[src/rtl/ps2_pkg.sv]
// ps2_pkg: shared PS/2 constants, state types, event record and scan-code-to-ASCII map
package ps2_pkg;
  localparam logic [7:0] PS2_PFX_EXT = 8'hE0;
  localparam logic [7:0] PS2_PFX_BRK = 8'hF0;
  localparam logic [7:0] PS2_LSHIFT = 8'h12;
  localparam logic [7:0] PS2_RSHIFT = 8'h59;
  typedef enum logic [1:0] {F_IDLE, F_DATA, F_PARITY, F_STOP} frame_state_t;
  typedef enum logic [1:0] {P_BASE, P_EXT, P_BRK, P_EXT_BRK} pfx_state_t;
  typedef struct packed {
    logic ext;
    logic brk;
    logic [7:0] code;
    logic [7:0] ascii;
  } key_ev_t;
  function automatic logic [7:0] ps2_to_ascii(input logic [7:0] code, input logic shift);
    logic [15:0] p;
    case (code)
      8'h1C: p = 16'h6141; 8'h32: p = 16'h6242; 8'h21: p = 16'h6343; 8'h23: p = 16'h6444;
      8'h24: p = 16'h6545; 8'h2B: p = 16'h6646; 8'h34: p = 16'h6747; 8'h33: p = 16'h6848;
      8'h43: p = 16'h6949; 8'h3B: p = 16'h6A4A; 8'h42: p = 16'h6B4B; 8'h4B: p = 16'h6C4C;
      8'h3A: p = 16'h6D4D; 8'h31: p = 16'h6E4E; 8'h44: p = 16'h6F4F; 8'h4D: p = 16'h7050;
      8'h15: p = 16'h7151; 8'h2D: p = 16'h7252; 8'h1B: p = 16'h7353; 8'h2C: p = 16'h7454;
      8'h3C: p = 16'h7555; 8'h2A: p = 16'h7656; 8'h1D: p = 16'h7757; 8'h22: p = 16'h7858;
      8'h35: p = 16'h7959; 8'h1A: p = 16'h7A5A;
      8'h45: p = 16'h3029; 8'h16: p = 16'h3121; 8'h1E: p = 16'h3240; 8'h26: p = 16'h3323;
      8'h25: p = 16'h3424; 8'h2E: p = 16'h3525; 8'h36: p = 16'h365E; 8'h3D: p = 16'h3726;
      8'h3E: p = 16'h382A; 8'h46: p = 16'h3928;
      8'h0E: p = 16'h607E; 8'h4E: p = 16'h2D5F; 8'h55: p = 16'h3D2B; 8'h54: p = 16'h5B7B;
      8'h5B: p = 16'h5D7D; 8'h5D: p = 16'h5C7C; 8'h4C: p = 16'h3B3A; 8'h52: p = 16'h2722;
      8'h41: p = 16'h2C3C; 8'h49: p = 16'h2E3E; 8'h4A: p = 16'h2F3F;
      8'h29: p = 16'h2020; 8'h5A: p = 16'h0D0D; 8'h66: p = 16'h0808; 8'h0D: p = 16'h0909;
      default: p = 16'h0000;
    endcase
    return shift ? p[7:0] : p[15:8];
  endfunction
endpackage

[src/rtl/ps2_key_rx_frame.sv]
// ps2_frame_rx: synchronise and filter PS/2 pins, deframe 11-bit frames with parity/stop/timeout checks
module ps2_frame_rx
  import ps2_pkg::*;
#(
  parameter int FILTER_LEN = 8,
  parameter int TIMEOUT_CYCLES = 27000
) (
  input  logic       clock_27mhz,
  input  logic       reset,
  input  logic       ps2c,
  input  logic       ps2d,
  output logic [7:0] data_byte,
  output logic       byte_valid,
  output logic       frame_err
);
  localparam int FW = $clog2(FILTER_LEN + 1);
  localparam int TW = $clog2(TIMEOUT_CYCLES + 1);
  logic [1:0] c_s, d_s;
  logic filt, fall, par_ok, err_n, done_n, tmo;
  logic [FW-1:0] fcnt;
  logic [TW-1:0] tcnt;
  logic [2:0] bcnt;
  logic [7:0] sh;
  frame_state_t state, state_n;
  always_ff @(posedge clock_27mhz) begin
    if (reset) begin
      c_s <= '1;
      d_s <= '1;
      filt <= 1'b1;
      fcnt <= '0;
      fall <= 1'b0;
    end else begin
      c_s <= {c_s[0], ps2c};
      d_s <= {d_s[0], ps2d};
      fall <= 1'b0;
      if (c_s[1] == filt) fcnt <= '0;
      else if (fcnt == FW'(FILTER_LEN - 1)) begin
        fcnt <= '0;
        filt <= c_s[1];
        fall <= filt;
      end else fcnt <= fcnt + 1'b1;
    end
  end
  assign tmo = state != F_IDLE && !fall && tcnt == TW'(TIMEOUT_CYCLES - 1);
  always_ff @(posedge clock_27mhz) state <= reset ? F_IDLE : state_n;
  always_comb begin
    state_n = state;
    err_n = 1'b0;
    done_n = 1'b0;
    if (tmo) begin
      state_n = F_IDLE;
      err_n = 1'b1;
    end else if (fall) begin
      case (state)
        F_IDLE: begin
          state_n = d_s[1] ? F_IDLE : F_DATA;
          err_n = d_s[1];
        end
        F_DATA: state_n = bcnt == 3'd7 ? F_PARITY : F_DATA;
        F_PARITY: state_n = F_STOP;
        default: begin
          state_n = F_IDLE;
          done_n = d_s[1] && par_ok;
          err_n = !(d_s[1] && par_ok);
        end
      endcase
    end
  end
  always_ff @(posedge clock_27mhz) begin
    if (reset) begin
      tcnt <= '0;
      bcnt <= '0;
      sh <= '0;
      par_ok <= 1'b0;
      data_byte <= '0;
      byte_valid <= 1'b0;
      frame_err <= 1'b0;
    end else begin
      tcnt <= (state == F_IDLE || fall) ? '0 : tcnt + 1'b1;
      byte_valid <= done_n;
      frame_err <= err_n;
      if (done_n) data_byte <= sh;
      if (state == F_IDLE) bcnt <= '0;
      if (fall && state == F_DATA) begin
        sh <= {d_s[1], sh[7:1]};
        bcnt <= bcnt + 1'b1;
      end
      if (fall && state == F_PARITY) par_ok <= ^{sh, d_s[1]};
    end
  end
endmodule

[src/rtl/ps2_key_rx.sv]
// ps2_key_rx: PS/2 keyboard receiver decoding E0/F0 prefixes and shift-aware ASCII into an event FIFO
module ps2_key_rx
  import ps2_pkg::*;
#(
  parameter int FIFO_DEPTH = 8,
  parameter int FILTER_LEN = 8,
  parameter int TIMEOUT_CYCLES = 27000
) (
  input  logic       clock_27mhz,
  input  logic       reset,
  input  logic       ps2c,
  input  logic       ps2d,
  output logic       key_valid,
  input  logic       key_ready,
  output logic [7:0] key_code,
  output logic       key_ext,
  output logic       key_break,
  output logic [7:0] ascii,
  output logic       shift_held,
  output logic       frame_err,
  output logic       overflow
);
  localparam int AW = $clog2(FIFO_DEPTH);
  logic [7:0] rx_byte;
  logic rx_valid, push, pop, wr, full, ext, brk, lsh, rsh;
  pfx_state_t pfx, pfx_n;
  key_ev_t ev, head;
  key_ev_t mem [FIFO_DEPTH];
  logic [AW-1:0] wp, rp;
  logic [AW:0] cnt;
  ps2_frame_rx #(.FILTER_LEN(FILTER_LEN), .TIMEOUT_CYCLES(TIMEOUT_CYCLES)) u_frame (
    .clock_27mhz(clock_27mhz),
    .reset(reset),
    .ps2c(ps2c),
    .ps2d(ps2d),
    .data_byte(rx_byte),
    .byte_valid(rx_valid),
    .frame_err(frame_err)
  );
  assign ext = pfx == P_EXT || pfx == P_EXT_BRK;
  assign brk = pfx == P_BRK || pfx == P_EXT_BRK;
  assign ev = {ext, brk, rx_byte, (ext || brk) ? 8'h00 : ps2_to_ascii(rx_byte, shift_held)};
  always_ff @(posedge clock_27mhz) pfx <= reset ? P_BASE : pfx_n;
  always_comb begin
    pfx_n = pfx;
    push = 1'b0;
    if (rx_valid) begin
      if (pfx == P_BASE && rx_byte == PS2_PFX_EXT) pfx_n = P_EXT;
      else if ((pfx == P_BASE || pfx == P_EXT) && rx_byte == PS2_PFX_BRK) pfx_n = ext ? P_EXT_BRK : P_BRK;
      else begin
        pfx_n = P_BASE;
        push = 1'b1;
      end
    end
  end
  assign pop = key_valid && key_ready;
  assign full = cnt == (AW + 1)'(FIFO_DEPTH);
  assign wr = push && (!full || pop);
  assign key_valid = cnt != '0;
  assign head = mem[rp];
  assign key_code = key_valid ? head.code : 8'h00;
  assign key_ext = key_valid && head.ext;
  assign key_break = key_valid && head.brk;
  assign ascii = key_valid ? head.ascii : 8'h00;
  assign shift_held = lsh || rsh;
  always_ff @(posedge clock_27mhz) if (wr) mem[wp] <= ev;
  always_ff @(posedge clock_27mhz) begin
    if (reset) begin
      wp <= '0;
      rp <= '0;
      cnt <= '0;
      overflow <= 1'b0;
      lsh <= 1'b0;
      rsh <= 1'b0;
    end else begin
      if (wr) wp <= wp + 1'b1;
      if (pop) rp <= rp + 1'b1;
      cnt <= cnt + (AW + 1)'(wr) - (AW + 1)'(pop);
      if (pop) overflow <= 1'b0;
      if (push && !wr) overflow <= 1'b1;
      if (push && !ext && rx_byte == PS2_LSHIFT) lsh <= !brk;
      if (push && !ext && rx_byte == PS2_RSHIFT) rsh <= !brk;
    end
  end
endmodule

[config.mk]
export PLATFORM = sky130hd
export DESIGN_NAME = ps2_key_rx
export DESIGN_NICKNAME = d
export VERILOG_FILES = /design/src/rtl/ps2_pkg.sv /design/src/rtl/ps2_key_rx_frame.sv /design/src/rtl/ps2_key_rx.sv
export SDC_FILE = /design/constraint.sdc
export NUM_CORES = 1
export LEC_CHECK = 0
export BUFFER_PORTS_ARGS = -buffer_cell sky130_fd_sc_hd__buf_2
export CORE_ASPECT_RATIO = 2
export CORE_MARGIN = 8
export CORE_UTILIZATION = 60
export DETAILED_ROUTE_END_ITERATION = 10
export GPL_TIMING_DRIVEN = 0
export PLACE_DENSITY = 0.79
export SETUP_SLACK_MARGIN = 0.3
export SYNTH_ARGS = -nofsm -noshare
export SYNTH_HDL_FRONTEND = slang
export SYNTH_SLANG_ARGS = --single-unit
[constraint.sdc]
create_clock -name clock_27mhz -period 3.8 [get_ports clock_27mhz]
set_input_delay 0.19 -clock clock_27mhz [delete_from_list [all_inputs] [get_ports clock_27mhz]]
set_output_delay 0.19 -clock clock_27mhz [all_outputs]
set_load 0.02 [all_outputs]
# Word level (Yosys, flattened, before mapping)
# Memories as Yosys holds them, arrays and structs flattened. A register that Yosys moved wholly into a read port is not among the register bits.
# Index checks and enable logic that the tools add are counted.
dict set report op_classes {
  n_addsub 7
  n_eq_ne 14
  n_mux 30
  bitwise_logic 2
  reduce_logical 42
}
# operator count
set ops {}
lappend ops {{$mux W8} 4}
lappend ops {{$eq A8 B8 Y1 const B} 2}
lappend ops {{$mux W16} 1}
lappend ops {{$add A15 B1 Y15 const B} 1}
lappend ops {{$eq A15 B15 Y1 const B} 1}
lappend ops {{$logic_and A1 B1 Y1} 15}
lappend ops {{$mux W1} 14}
lappend ops {{$mux W7} 2}
lappend ops {{$mux W3} 4}
lappend ops {{$add A3 B1 Y3 const B} 3}
lappend ops {{$reduce_or A3 Y1} 3}
lappend ops {{$reduce_xor A9 Y1} 1}
lappend ops {{$eq A8 B5 Y1 const B} 1}
lappend ops {{$eq A8 B7 Y1 const B} 1}
lappend ops {{$logic_or A1 B1 Y1} 7}
lappend ops {{$eq A2 B2 Y1 const B} 3}
lappend ops {{$logic_not A1 Y1} 6}
lappend ops {{$mux W2} 3}
lappend ops {{$pmux W2 S3} 1}
lappend ops {{$reduce_bool A2 Y1} 3}
lappend ops {{$reduce_or A2 Y1} 3}
lappend ops {{$add A4 B1 Y4} 1}
lappend ops {{$add A4 B1 Y4 const B} 1}
lappend ops {{$eq A2 B1 Y1 const B} 2}
lappend ops {{other kinds (10)} 12}
dict set report totals {
  reg_bits 64
  ram_bits 144
  rom_bits 1792
  inputBits 5
  out_inout_bits 22
  elab_cells 117
  memories 2
}
# name depth width read_ports rd_ports_with_merged_regs write_ports line_no
set memory_table {}
lappend memory_table {{(no name shown)} 128 14 1 1 0 ps2_pkg.sv:17} ;# case (code)
lappend memory_table {mem 8 18 1 1 1 ps2_key_rx.sv:28} ;# key_ev_t mem [FIFO_DEPTH];

# Depth between registers and ports, before layout
dict set report depth {
  ltp_word 10
  mapped_depth 14
  mapped_depth_nobuf 13
}

# Cells and area by module
# A second synthesis with hierarchy kept.
dict set report hier_totals {
  cells_unflattened 795
  hier_area_um2 9743.1
}
# mod instances cells_each area_each_um2 seq_area_each_um2
set modules_own_cells {}
lappend modules_own_cells {ps2_key_rx 1 574 7668.6 4444.3}
lappend modules_own_cells {ps2_frame_rx 1 221 2074.5 980.9}

# Worst setup path before layout
# OpenSTA, ideal clock, no wires.
dict set report synth_path {
  path_type {register to register}
  from {register cnt[2]}
  to {memory mem[2][0] (netlist bit), enable pin}
  setup_ps 416
  t_arrival_ps 3026
  required_ps 3384
  setup_slack_ps 358
  stages_incl_launch_ff 10
  path_buffers 1
  synth_period_minus_slack_ps 3442
  path_cell_list {dfxtp_1 inv_1 ha_1 and2_1 clkbuf_1 inv_1 nand2_1 a31oi_1 nand2b_1 nor3b_1}
}
dict set report synth_via {
  elab_chain_len 6
  word_cells_on_any_way 8
  classes_between {eq/ne: 1; mux: 2; reduce/logical: 5}
}
# element line_no
set synth_rtl {}
lappend synth_rtl {{from (decl)} ps2_key_rx.sv:30} ;# logic [AW:0] cnt;
lappend synth_rtl {{from (signal assigned)} ps2_key_rx.sv:78} ;# cnt <= cnt + (AW + 1)'(wr) - (AW + 1)'(pop);
lappend synth_rtl {{$reduce_bool A4 Y1} ps2_key_rx.sv:59} ;# assign key_valid = cnt != '0;
lappend synth_rtl {{named net key_valid} ps2_key_rx.sv:13} ;# output logic key_valid,
lappend synth_rtl {{$logic_and A1 B1 Y1} ps2_key_rx.sv:56} ;# assign pop = key_valid && key_ready;
lappend synth_rtl {{$logic_or A1 B1 Y1} ps2_key_rx.sv:58} ;# assign wr = push && (!full || pop);
lappend synth_rtl {{$logic_and A1 B1 Y1} ps2_key_rx.sv:58}
lappend synth_rtl {{named net wr} ps2_key_rx.sv:25} ;# logic rx_valid, push, pop, wr, full, ext, brk, lsh, rsh;
lappend synth_rtl {{$mux W1} ps2_key_rx.sv:66} ;# always_ff @(posedge clock_27mhz) if (wr) mem[wp] <= ev;
lappend synth_rtl {{$mux W1 (not written as such)} ps2_key_rx.sv:66}
lappend synth_rtl {{to (decl)} ps2_key_rx.sv:28}
# The timed path passes the listed nets, and every way through them passes these cells.

# Worst setup path after layout
dict set report layout_path {
  from {register cnt[2]}
  to {memory mem[2][1] (netlist bit), enable pin}
}
dict set report layout_via {
  elab_chain_len 6
  word_cells_on_any_way 8
  classes_between {eq/ne: 1; mux: 2; reduce/logical: 5}
}
# element line_no
set layout_rtl {}
lappend layout_rtl {{$eq A4 B4 Y1 or $reduce_bool A4 Y1 (tied branches)} {ps2_key_rx.sv:57, ps2_key_rx.sv:59}}
lappend layout_rtl {{$logic_not A1 Y1 or $logic_and A1 B1 Y1 (tied branches)} {ps2_key_rx.sv:58, ps2_key_rx.sv:56}}
lappend layout_rtl {{$logic_or A1 B1 Y1 (*)} ps2_key_rx.sv:58}
lappend layout_rtl {{$logic_and A1 B1 Y1 (*)} ps2_key_rx.sv:58}
lappend layout_rtl {{named net wr} ps2_key_rx.sv:25}
lappend layout_rtl {{$mux W1 (*)} ps2_key_rx.sv:66}
lappend layout_rtl {{$mux W1 (not written as such) (*)} ps2_key_rx.sv:66}
# The timed path passes the listed nets; every way through them passes the cells marked *.

==> metrics.txt <==
Yosys top cell by area=edfxtp_1; Most Frequent Cell on Critical Path=inv_1; status=complete, no violations; total power=5.76 mW; most frequent cells in the layout=edfxtp_1 (136), nand2_1 (82), dfxtp_1 (80); # nets final=969; CTS Buf Count=19; reg-to-reg slack, setup=0.40 ns; CP Data Arrival Time=3.59 ns; Yosys reg bits=217; slew of the pin with the lowest slew margin=1.08 ns; CTS Buffer Depth=3; routability congestion estimate from global placement=1.12; syn nets=912; Chip Height=201 microns; die width=108 microns; Clock Latency Late Sink=0.49 ns; area fraction of the dominant cell type after synthesis=39.9%; Via Count=7455; mux contribution to synthesized area=10.1%; Worst setup EP type=register; async set-reset flop share out of synthesis=0%; initial antenna violation count=0; adder-cell area share of the yosys netlist=3.01%; Max FO, Critical Path=10; global-route wire length before repair=43.5 mm; critical path type=register to register; Post-Synth XOR/XNOR Area=2.14%; Total Routing Usage GR=26.2%; RSZ-0062 raised after global routing=yes; I/O pin count=27; Post-synth EDFFs=136; Post-DP Area=10800 sq um; Startpoint Class=register; design area=11500 sq um; Synth Warn #=0; Reg2Reg Launch Point=cnt[2]; share of layout cells above drive strength 1=17.3%; IO Port Bufs=25; met1 usage=27.6%; Clock Sinks=217; # H-tree levels=1; clk slew on worst S/H paths=0.07 ns; TritonCTS clock tree=built; Netlist cell types=72; post-route antenna net violation count=0; max_cap viols=0; Root Driver=clkbuf_16; TritonRoute pass-1 iters=7; post-CTS setup buffer count=0; CP max stage cell=nor3b_2; Peak VDD IR=0.397 mV; routed vias/inst=6.43; row count=67; commonest non-fill, non-tap cell in the layout=edfxtp_1; synthesized area per cell=11.6 sq um; RR Endpoint=mem[2][1]; Power Density=501 nW/um^2; post-route minimum period=3.40 ns; main combinational cell family by area after synthesis=simple AND/OR/NAND/NOR gates; Seq/Total Area, Yosys=55.7%; CP startpoint=cnt[2]; final setup fails=0; detailed placement HPWL=19.8 mm; fmax=0.294 GHz; post-synthesis compound-gate area fraction=11.9%; largest net degree at the start of global routing=18; Worst EP required=3.98 ns; starting density of the core=61.1%; grt met3 use=2.80%; synthesis-to-layout area growth=12.3%; Synth area leaders=edfxtp_1 (40%), dfxtp_1 (16%), mux4_2 (7.5%); total die area=21800 sq um; Max transition margin=27.4%; first-iteration detailed-routing DRC count=595; drt drc=0; core outline area=16800 sq um; simple logic cell fraction of the synthesized area=13.0%; Final Cycle Share=89.6%; sequence of cells on the critical path=inv_1 > ha_1 > and2_1 > clkbuf_1 > inv_1 > nand2_1 > a31oi_1 > nand2b_1 > nor3b_2 > buf_6; final hold vios=0; global routing's busiest layer=met2; CP peak stage delay=0.85 ns; met2 usage=48.4%; vias in the first global route=7720; Gate Count Post-Synth=883; Worst Setup EP=mem[2][1]; Routed WL=28.3 mm; Leakage Power=4.02 nW; Worst Skew=0.0213 ns; dominant synthesized flop cell=edfxtp_1; post-synthesis cell area=10200 sq um; Inserted Diodes=0; grt ovf=0; Pins Over Slew Limit=0; WL/cell=24.4 microns; r2r worst-path depth=10; HP Class=input port to register
-- cells by family after synthesis --
family | count (synthesis)
flops | 217
other cells | 1
mux | 61
compound gates | 189
xor+xnor | 25
simple gates | 273
buf+inv | 93
fa+ha+maj | 24
-- layout make-up --
cell class	instances	area (sq um)
inverters	32	120
multi-input cells	574	4220
well taps	207	259
clock inverters	12	130
repair buffers	35	268
flip-flops and latches	217	5710
clock buffers	21	503
fillers	1250	5270
plain buffers	61	295
-- worst min path at each step --
stage,from,to,cells after the start
2_1_floorplan,ps2c,u_frame.c_s[0],1
3_3_place_gp,ps2d,u_frame.d_s[0],2
3_5_place_dp,ps2d,u_frame.d_s[0],2
4_1_cts,key_ready,rp[1],4
5_1_grt,key_ready,rp[1],4
6_report,key_ready,rp[1],4
-- cells in the mapped netlist, drive strengths merged (5+ instances only) --
master and count:
ha 23, dfxtp 81, a21oi 64, or3 9, nand2 83, nor3b 9, and2 6, or2 7
a21o 9, a31oi 9, xnor2 14, clkbuf 28, buf 33, edfxtp 136, mux4 34, nand4 10
o221ai 7, inv 31, o211ai 13, nand3 27, and3 5, nor3 17, xor2 11, nand2b 9
nor2 73, mux2i 27, o21ai 38
-- power by group --
| part | switching (mW) | total, mW | internal [mW] | leakage, nW |
|---|---|---|---|---|
| Combinational | 0.738 | 1.27 | 0.531 | 1.73 |
| Sequential | 0.0236 | 2.53 | 2.51 | 1.98 |
| Clock | 0.854 | 1.96 | 1.11 | 0.311 |
-- state kept, by name, indices dropped and copies added, names as in the netlist, 3 cells and up, named ones only --
register / cells
u_frame.sh: 8
wp: 3
u_frame.tcnt: 15
u_frame.bcnt: 3
u_frame.data_byte: 8
rp: 3
mem: 136
u_frame.fcnt: 4
cnt: 4
-- stage by stage --
step | hold WS (ns) | worst slack, ns | utilization (%) | instances | TNS, ns
floorplan | 0.294 | 0.358 | - | 883 | 0
global placement | 0.373 | -0.968 | 63.4 | 1115 | -78.30
detailed placement | 0.377 | 0.0583 | 64.3 | 1123 | 0
CTS | 0.0491 | 0.365 | 68.3 | 1158 | 0
global route | 0.0850 | 0.113 | 68.6 | 1159 | 0
finish | 0.0639 | 0.395 | 68.6 | 1159 | 0
-- worst max-delay path: cells and delay by family, from the launching register on --
kind / cells / cell delay, ns
buffers and inverters: 4 / 0.70
and+or+nand+nor: 4 / 1.39
adders and majority gates: 1 / 0.21
AOI/OAI and AO/OA: 1 / 0.46
DFF: 1 / 0.31
-- per-layer routing --
| metal | vias up | wire [microns] |
|---|---|---|
| met1 | 3560 | 9490 |
| met2 | 369 | 15400 |
| met3 | 133 | 1520 |
| li1 | 3393 | - |
| met5 | - | 0 |
| met4 | 0 | 1850 |
-- timing repair --
| action | in CTS | in global routing |
|---|---|---|
| endpoints found under the hold margin | 2 | 0 |
| pin swaps | 0 | 1 |
| gates cloned | 0 | 1 |
| hold buffers | 2 | 0 |
| resized for setup | 3 | 13 |
| endpoints found under the setup margin | 4 | 54 |
No activity file was read; power rests on OpenSTA's default activity.
